$ cat config.mk
export PLATFORM = sky130hd
export DESIGN_NAME = updown_counter_param
export DESIGN_NICKNAME = d
export VERILOG_FILES = /design/src/rtl/updown_counter_param.sv
export SDC_FILE = /design/constraint.sdc
export NUM_CORES = 1
export LEC_CHECK = 0
export ABC_AREA = 1
export BUFFER_PORTS_ARGS = -buffer_cell sky130_fd_sc_hd__buf_2
export CORE_UTILIZATION = 30
export CTS_CLUSTER_DIAMETER = 60
export DETAILED_ROUTE_END_ITERATION = 6
export SYNTH_ARGS = -nofsm -noshare
export SYNTH_HDL_FRONTEND = slang
export SYNTH_SLANG_ARGS = --single-unit
$ cat constraint.sdc
create_clock -name clk -period 4 [get_ports clk]
set_clock_uncertainty 0.15 [all_clocks]
set_input_delay 0.2 -clock clk [delete_from_list [all_inputs] [get_ports clk]]
set_output_delay 0.2 -clock clk [all_outputs]
set_load 0.005 [all_outputs]
$ cat src/rtl/updown_counter_param.sv
// Up/down counter with prescaler, parallel load, wrap/saturate and LED bus.
// Define UPDN_COUNTER_EDGE_EN for one step per up/down press.
module updown_counter_param #(
  parameter int unsigned     WIDTH    = 8,
  parameter int unsigned     TICK_DIV = 100000000,
  parameter longint unsigned MAX_VAL  = (64'd1 << WIDTH) - 64'd1,
  parameter bit              SATURATE = 1'b0
) (
  input  logic               clk,
  input  logic               rstN,
  input  logic [WIDTH-1:0]   load,
  input  logic               plN,
  input  logic               up,
  input  logic               down,
  input  logic               en,
  output logic [WIDTH-1:0]   count,
  output logic               tick,
  output logic               max_tc,
  output logic               min_tc,
  output logic               wrap,
  output logic [2*WIDTH-1:0] led
);

  localparam int unsigned PW =
    (TICK_DIV > 1) ? $clog2(TICK_DIV) : 1;
  localparam logic [PW-1:0] LAST = PW'(TICK_DIV - 1);
  localparam logic [WIDTH-1:0] MAX_C = MAX_VAL[WIDTH-1:0];

  logic [PW-1:0]    pre_q, pre_d;
  logic [WIDTH-1:0] cnt_q, cnt_d;
  logic             wrap_q, wrap_d;
  logic             tick_raw;
  logic             up_s, dn_s;

`ifdef UPDN_COUNTER_EDGE_EN
  logic up_h_q, up_h_d;
  logic dn_h_q, dn_h_d;

  always_comb begin
    up_s   = up & ~up_h_q;
    dn_s   = down & ~dn_h_q;
    up_h_d = tick_raw ? up : up_h_q;
    dn_h_d = tick_raw ? down : dn_h_q;
  end
`else
  always_comb begin
    up_s = up;
    dn_s = down;
  end
`endif

  always_comb begin
    tick_raw = (pre_q == LAST);
    pre_d    = tick_raw ? '0 : pre_q + PW'(1);
  end

  always_comb begin
    cnt_d  = cnt_q;
    wrap_d = 1'b0;
    if (tick_raw) begin
      if (!plN) begin
        cnt_d = (load > MAX_C) ? MAX_C : load;
      end else if (en && up_s && !dn_s) begin
        if (cnt_q < MAX_C) begin
          cnt_d = cnt_q + WIDTH'(1);
        end else begin
          wrap_d = 1'b1;
          cnt_d  = SATURATE ? cnt_q : '0;
        end
      end else if (en && dn_s && !up_s) begin
        if (cnt_q != '0) begin
          cnt_d = cnt_q - WIDTH'(1);
        end else begin
          wrap_d = 1'b1;
          cnt_d  = SATURATE ? cnt_q : MAX_C;
        end
      end
    end
  end

  always_ff @(posedge clk) begin
    if (!rstN) begin
      pre_q  <= '0;
      cnt_q  <= '0;
      wrap_q <= 1'b0;
`ifdef UPDN_COUNTER_EDGE_EN
      up_h_q <= 1'b0;
      dn_h_q <= 1'b0;
`endif
    end else begin
      pre_q  <= pre_d;
      cnt_q  <= cnt_d;
      wrap_q <= wrap_d;
`ifdef UPDN_COUNTER_EDGE_EN
      up_h_q <= up_h_d;
      dn_h_q <= dn_h_d;
`endif
    end
  end

  // tick is forced low while reset is held, even when TICK_DIV is 1
  assign tick   = rstN & tick_raw;
  assign count  = cnt_q;
  assign wrap   = wrap_q;
  assign max_tc = (cnt_q == MAX_C);
  assign min_tc = (cnt_q == '0);
  assign led    = {load, cnt_q};

endmodule
### Word level (Yosys, flattened, before mapping)

Cells that the tools add are included.

| operators by class | value |
|---|---|
| bitwise operators | 2 |
| reductions and logical operators | 11 |
| add/subtract/negate cells | 3 |
| eq/ne operators | 3 |
| multiplexer cells | 10 |
| $lt $le $gt $ge | 2 |

Operators by type and width:

| operator | number |
|---|---|
| 8-bit 2-to-1 mux | 6 |
| 27-bit by 1-bit adder with 27-bit output (second input constant) | 1 |
| 27-bit == test (second input constant) | 1 |
| 8-bit by 1-bit adder with 8-bit output (second input constant) | 1 |
| 8-bit == test (second input constant) | 1 |
| 8-bit greater-than comparator (second input constant) | 1 |
| 8-bit logical NOT | 1 |
| 8-bit < comparator (second input constant) | 1 |
| 8-bit nonzero test | 1 |
| 8-bit by 1-bit subtractor with 8-bit output (second input constant) | 1 |
| 1-bit logical AND | 4 |
| 1-bit 2-to-1 mux | 4 |
| 3-bit by 1-bit != test with 1-bit output (second input constant) | 1 |
| 3-bit AND reduction | 1 |
| 1-bit logical NOT | 2 |
| 2-bit AND reduction | 1 |
| 2-bit OR reduction | 1 |
| 1-bit bitwise AND | 1 |
| 1-bit NOT | 1 |

| word-level totals | value |
|---|---|
| word-level logic and storage cells | 34 |
| flip-flop bits (word level) | 36 |
| output and inout port bits | 28 |
| bits of input ports | 14 |

### Logic depth before layout (Yosys ltp)

Gate-level depths: netlist of run 1.

| depth | value |
|---|---|
| depth after elaboration | 5 |
| mapped depth | 11 |
| depth with buffers taken out | 10 |

### Least setup slack after synthesis of run 1

OpenSTA, ideal clock, no wires.

| path | value |
|---|---|
| kind | reg-to-reg |
| start | register pre_q[0] |
| end | register pre_q[2] |
| period minus slack after synthesis | 1.632 ns |
| buffers on the path | 1 |
| stages on the path, launching flop included | 10 |
| path slack | 2.368 ns |
| data arrival time | 1.364 ns |
| path through | dfxtp_1 ha_1 nand2_2 nor2_4 nand2_4 clkinv_4 nand3_2 nand2_2 buf_4 nor3b_2 |

| between the ends | value |
|---|---|
| word-level cells in the longest chain between the ends | 2 |
| elaborated cells on any way between the ends | 3 |
| those cells by class | add/sub (1); eq/ne (1); reduce/logical (1) |

Ends and longest elaborated chain:

| item | RTL line | source |
|---|---|---|
| from (decl) | 29 | `logic [PW-1:0] pre_q, pre_d;` |
| from (signal assigned) | 91 | `pre_q <= pre_d;` |
| branches (longest 2 deep; another with 27-bit by 1-bit adder with 27-bit output) | -- |  |

Several ways; the timed one is not identified.
A chain may end at the register's enable or synchronous reset.

### Worst setup path after layout of run 1

| path | value |
|---|---|
| start | register pre_q[0] |
| end | register pre_q[13] |

The elaborated chain is that of the path after synthesis.

==> flow_summary.ini, run 1 <==
[routing]
via_per_inst = 4.78
drt_iter0_markers = 102
first_pass_iters = 4
remaining_drc_errors = 0
post_drt_wl_per_cell_um = 11.8
wl_mm = 6.45
ant_nets = 0
vias = 2602

[setup_path]
crit_path_end_kind = flip-flop
crit_buf_inv = 2
slowest_delay_ps = 390
critPathLaunchType = flip-flop
crit_slowest_cell = nand2_2
worstPathCellList = ha_1 -> nand2_2 -> nor2_4 -> nand2_4 -> clkinv_4 -> nand3_2 -> nand2_2 -> inv_2 -> o21ai_1 -> a21oi_1
criticalPathCategory = reg -> reg
arrival_ps = 2160
cp_top_family = simple AND/OR/NAND/NOR gates
path_max_fanout = 23
crit_top_cell = nand2_2
critPathRequiredTime_ps = 4030

[power]
total_power_w = 0.000674
power.density_nw_per_um2 = 234
ir_worst_vdd_mv = 0.124
p_leak_nw = 1.23

[logic_synthesis]
seq_area_frac_synth = 0.274
synth_warnings = 0
syn-cell-area_um2 = 2630
synth.distinct_cells = 35
synth_top_area_share = 0.274
yosys-top-cells-area = dfxtp_1 27%, nand2_1 14%, nor2_1 8.1%
yosys.area.top_type = dfxtp_1
syn_nets = 431
syn_inst = 413
syn_avg_cell_area_um2 = 6.37
ys_ff_latch = 36

[floorplan]
start_util = 0.315
io_pins = 42
rows = 33
die_w_um = 95.7
die_y_um = 95.7
die_area_um2 = 9150
core_area_um2 = 8340

[cells_and_area]
nets = 456
n_antenna_cell = 0
area_delta_synth_final_pct = 9.70
utilization = 0.346
layout-drive-gt1-share = 0.216
final_cells = 544

[sta]
period_minus_slack_ps = 2130
worstMarginPinSlew_ps = 491
fin_ws_ps = 1870
final_max_slew_viol_count = 0
worst_slew_margin_rel = 0.672
max_freq_mhz = 469
hold_viol = 0
setup_violations = 0
post-route-period-util = 0.533
setup_tns_ps = 0
rsz0062_at_grt = false

[placed_design]
place_ws_ps = 1870
place_hpwl_mm = 5.14
place.gp.congestion = 0.893
port_buffers = 41
place_inst = 536

[clocking]
clkTransAtPathRegs_ps = 70
postCtsHoldBufs = 0
cts.path.max_buffers = 2
insertion_delay_ps = 290
ctsResizeCount = 0
cts_setup_buffers = 0
clkSinkCount = 36
clock-root-buffer = clkbuf_8
cts_buffers = 5
cts_tree = built
htreeDepth = 2

[run]
maxCapViolCount = 0

[outcome]
status = finished, final reports clean

[grt]
grt_max_degree = 24
antenna_found_initial = 0
grt_use_total = 0.150
grt_pass1_wl_mm = 10.5
grt_pass1_vias = 2285
overflow = 0

[min_path]
hp-class = in -> reg
## final timing paths
check / to / slack [ps] / start / cells past startpoint
hold reg to reg: pre_q[0]$_SDFF_PP0_ / 320 / pre_q[0]$_SDFF_PP0_ / 1
setup reg to reg: pre_q[13]$_SDFF_PP0_ / 1870 / pre_q[0]$_SDFF_PP0_ / 10
setup / recovery: pre_q[13]$_SDFF_PP0_ / 1870 / pre_q[0]$_SDFF_PP0_ / 10
hold / removal: count[1]$_SDFFE_PN0P_ / 70 / rstN / 3
## cell type report
cell class,count,area [um2]
multi-input cells,306,1550
clock buffers,8,90.1
fillers,913,5450
repair buffers,41,205
well taps,105,131
inverters,48,185
flip-flops and latches,36,721
## where the power goes
part	internal (W)	switching, W
Clock	0.000141	0.000130
Combinational	0.0000158	0.0000251
Sequential	0.000361	0.00000236
## cell usage after synthesis (all sizes together)
cell    count
nand2     108
nor2       67
inv        46
nand3      40
dfxtp      36
a21oi      26
buf        23
o21ai      17
nor3       14
nand4       9
or2         7
xor2        5
ha          4
nor3b       3
clkinv      2
nand3b      2
and3        1
nor4        1
o21a        1
xnor2       1
## placed cells by master (no fill, tap or decap), types with 4 or more instances in the layout
cell type / n
nor2_1: 57
nand3_1: 39
inv_1: 31
buf_2: 41
xor2_1: 5
inv_2: 15
nor3_1: 10
o21ai_0: 8
dfxtp_1: 36
nor2_2: 5
or2_2: 4
a21oi_1: 26
nand4_1: 8
ha_1: 4
o21ai_1: 9
nor2_4: 5
clkbuf_8: 6
nand2_2: 7
nand2_1: 99
## metal layers
metal,part of all wire,GRT usage,up-vias
li1,-,-,1364
met1,0.47,0.192,1160
met2,0.46,0.245,67
met3,0.051,0.0287,11
met4,0.017,0.0597,0
met5,0,0,-
## cell families (layout without fill, tap and decap cells)
logic type               Yosys count  in the layout  synth area share
AO/OA/AOI/OAI                     44             44            0.0846
XOR/XNOR                           6              6            0.0200
adder cells (fa/ha/maj)            4              4            0.0190
buffers and inverters             71             97             0.136
flip-flops                        36             36             0.274
AND/OR/NAND/NOR                  252            252             0.467
## flip-flops by register name, indices dropped and copies added (netlist names)
name	cells
pre_q	27
wrap	1
count	8
## through the flow
step	hold slack [ps]	cell area [um2]
4_1_cts	72.0	2890
6_report	74.4	2890
3_5_place_dp	311	2800
2_1_floorplan	189	2630
5_1_grt	88.8	2890
3_3_place_gp	295	2800
## worst reg2reg max path: cells and delay by family (launching register included)
kind            cells  cell delay [ps]
simple gates        5              890
flops               1              380
fa+ha+maj           1              260
buf+inv             2              200
compound gates      2              150
Note: power is estimated with default switching activity, not from simulation.
==> inputs of run 2 (changes only) <==
Settings changed: ABC_AREA 1 to 0.
Clock period 4 ns to 2.1 ns, I/O delays scaled along.
==> flow_summary.ini, run 2 <==
[outcome]
status = finished, final reports clean

[setup_path]
r2r-start = pre_q[1]$_SDFF_PP0_
criticalPathCategory = reg -> out
path_max_fanout = 4
crit_slowest_cell = dfxtp_1
crit_path_end_kind = primary output
critPathRequiredTime_ps = 1850
slowest_delay_ps = 360
arrival_ps = 1690
worstPathCellList = ha_2 -> and4_1 -> and2_4 -> nand4_1 -> buf_4 -> inv_1 -> buf_2
critPathLaunchType = flip-flop
startpoint = pre_q[1]$_SDFF_PP0_

[sta]
max_freq_mhz = 514
worst_slew_margin_rel = 0.760
setup_violations = 0
final_max_slew_viol_count = 0
hold_viol = 0
worstMarginPinSlew_ps = 354
setup_tns_ps = 0
post-route-period-util = 0.927
period_minus_slack_ps = 1950
rsz0062_at_grt = false

[clocking]
cts_tree = built
cts.path.max_buffers = 2
cts_buffers = 5
htreeDepth = 2
clkSinkCount = 36
clock-root-buffer = clkbuf_8
clkTransAtPathRegs_ps = 70
insertion_delay_ps = 290
cts_setup_buffers = 0

[floorplan]
die_y_um = 88.6
start_util = 0.310
die_area_um2 = 7850
die_w_um = 88.6
io_pins = 42
rows = 31
core_area_um2 = 7250

[logic_synthesis]
synthTopCellsByCount = 40 x nor2_1, 36 x dfxtp_1, 21 x nand2_1
syn-cell-area_um2 = 2250
ys_ff_latch = 36
synth_top_area_share = 0.320
yosys.area.top_type = dfxtp_1
yosys-top-cells-area = dfxtp_1 32%, xor2_1 7.4%, nor2_1 6.7%
synth.distinct_cells = 51
seq_area_frac_synth = 0.320
syn_nets = 298
synth-async-reset-ratio = 0
syn_avg_cell_area_um2 = 8.04
synth-edff-count = 0
synth_most_common_cell = nor2_1
syn_inst = 280
ys.flop_type = dfxtp_1
synth_warnings = 0

[placed_design]
port_buffers = 41
place_hpwl_mm = 3.99
place.gp.congestion = 0.895

[grt]
overflow = 0
grt_pass1_wl_mm = 8.86
grt_use_total = 0.144
antenna_found_initial = 0
grt_max_degree = 27
grt_pass1_vias = 1905

[cells_and_area]
largest_reg_flops = 27
layout_commonest_cell = buf_2
fillerInstances = 786
final_cell_mix = 41 x buf_2, 40 x nor2_1, 35 x dfxtp_1
regMostFlops = pre_q
n_antenna_cell = 0
nets = 339
utilization = 0.369
area_delta_synth_final_pct = 19.0
layout-drive-gt1-share = 0.252

[power]
power.density_nw_per_um2 = 487
p_leak_nw = 1.09
ir_worst_vdd_mv = 0.396

[min_path]
hp-class = in -> reg
min_from = rstN

[routing]
ant_nets = 0
drt_iter0_markers = 144
first_pass_iters = 4
wl_mm = 5.46
vias = 2135
post_drt_wl_per_cell_um = 13.0
remaining_drc_errors = 0
via_per_inst = 5.07

[run]
maxCapViolCount = 0
run 2: through the flow:
| stage | instance area (um2) | worst slack [ps] | cells | total power [W] | hold WS, ps |
|---|---|---|---|---|---|
| after floorplan | 2250 | 124 | 280 | 0.000769 | 105 |
| after global placement | 2540 | 166 | 410 | 0.000796 | 241 |
| after detailed placement | 2540 | 130 | 410 | 0.000796 | 245 |
| after CTS | 2670 | 49.5 | 421 | 0.00132 | 9.99 |
| after global routing | 2680 | 8.43 | 421 | 0.00136 | 14.1 |
| final | 2680 | 154 | 421 | 0.00130 | 9.10 |
run 2: layer usage:
metal,vias to the layer above,global-route usage,part of all wire
met5,-,0,0
met4,0,0.0425,0.0097
met3,6,0.0280,0.055
met2,71,0.234,0.45
met1,994,0.194,0.49
li1,1064,-,-
run 2: final cells by class:
class / instances / area, um2 / area share
multi-input combinational: 206 / 1320 / 0.493
sequential: 36 / 722 / 0.270
timing repair buffer: 61 / 375 / 0.140
tap: 99 / 124 / 0.0463
clock buffer: 7 / 86.3 / 0.0322
inverter: 11 / 41.3 / 0.0154
clock inverter: 1 / 7.51 / 0.00280
run 2: worst paths after layout:
path                      endpoint  slack, ps  cells after the start
min          count[6]$_SDFFE_PN0P_          9                      3
min reg2reg    pre_q[0]$_SDFF_PP0_        280                      1
max reg2reg  count[4]$_SDFFE_PN0P_        150                      7
max                           tick        150                      7
run 2: power breakdown:
part	switching (W)	internal, W	leakage (nW)	total [W]
logic	0.0000511	0.0000414	0.753	0.0000925
clock network	0.000253	0.000267	0.0445	0.000520
registers	0.00000514	0.000687	0.291	0.000692
run 2: critical path, delay by kind of cell (launching register included):
| family | cells | cell delay, ps |
|---|---|---|
| adders and majority gates | 1 | 220 |
| buffers and inverters | 3 | 320 |
| DFF | 1 | 360 |
| and+or+nand+nor | 3 | 510 |
run 2: cells by family (layout without fill, tap and decap cells):
family | after synthesis | count (layout) | share of synthesized area
AND/OR/NAND/NOR | 136 | 136 | 0.331
adder cells (fa/ha/maj) | 4 | 4 | 0.0222
XOR/XNOR | 27 | 27 | 0.105
multiplexers | 2 | 2 | 0.00945
AO/OA/AOI/OAI | 37 | 37 | 0.114
flip-flops | 36 | 36 | 0.320
buffers and inverters | 38 | 80 | 0.0978
run 2: timing repair:
action / 4_1_cts / 5_1_grt
hold endpoints to repair: 3 / 0
hold buffers: 3 / 0
resized for setup: 0 / 4
endpoints found under the setup margin: 0 / 5
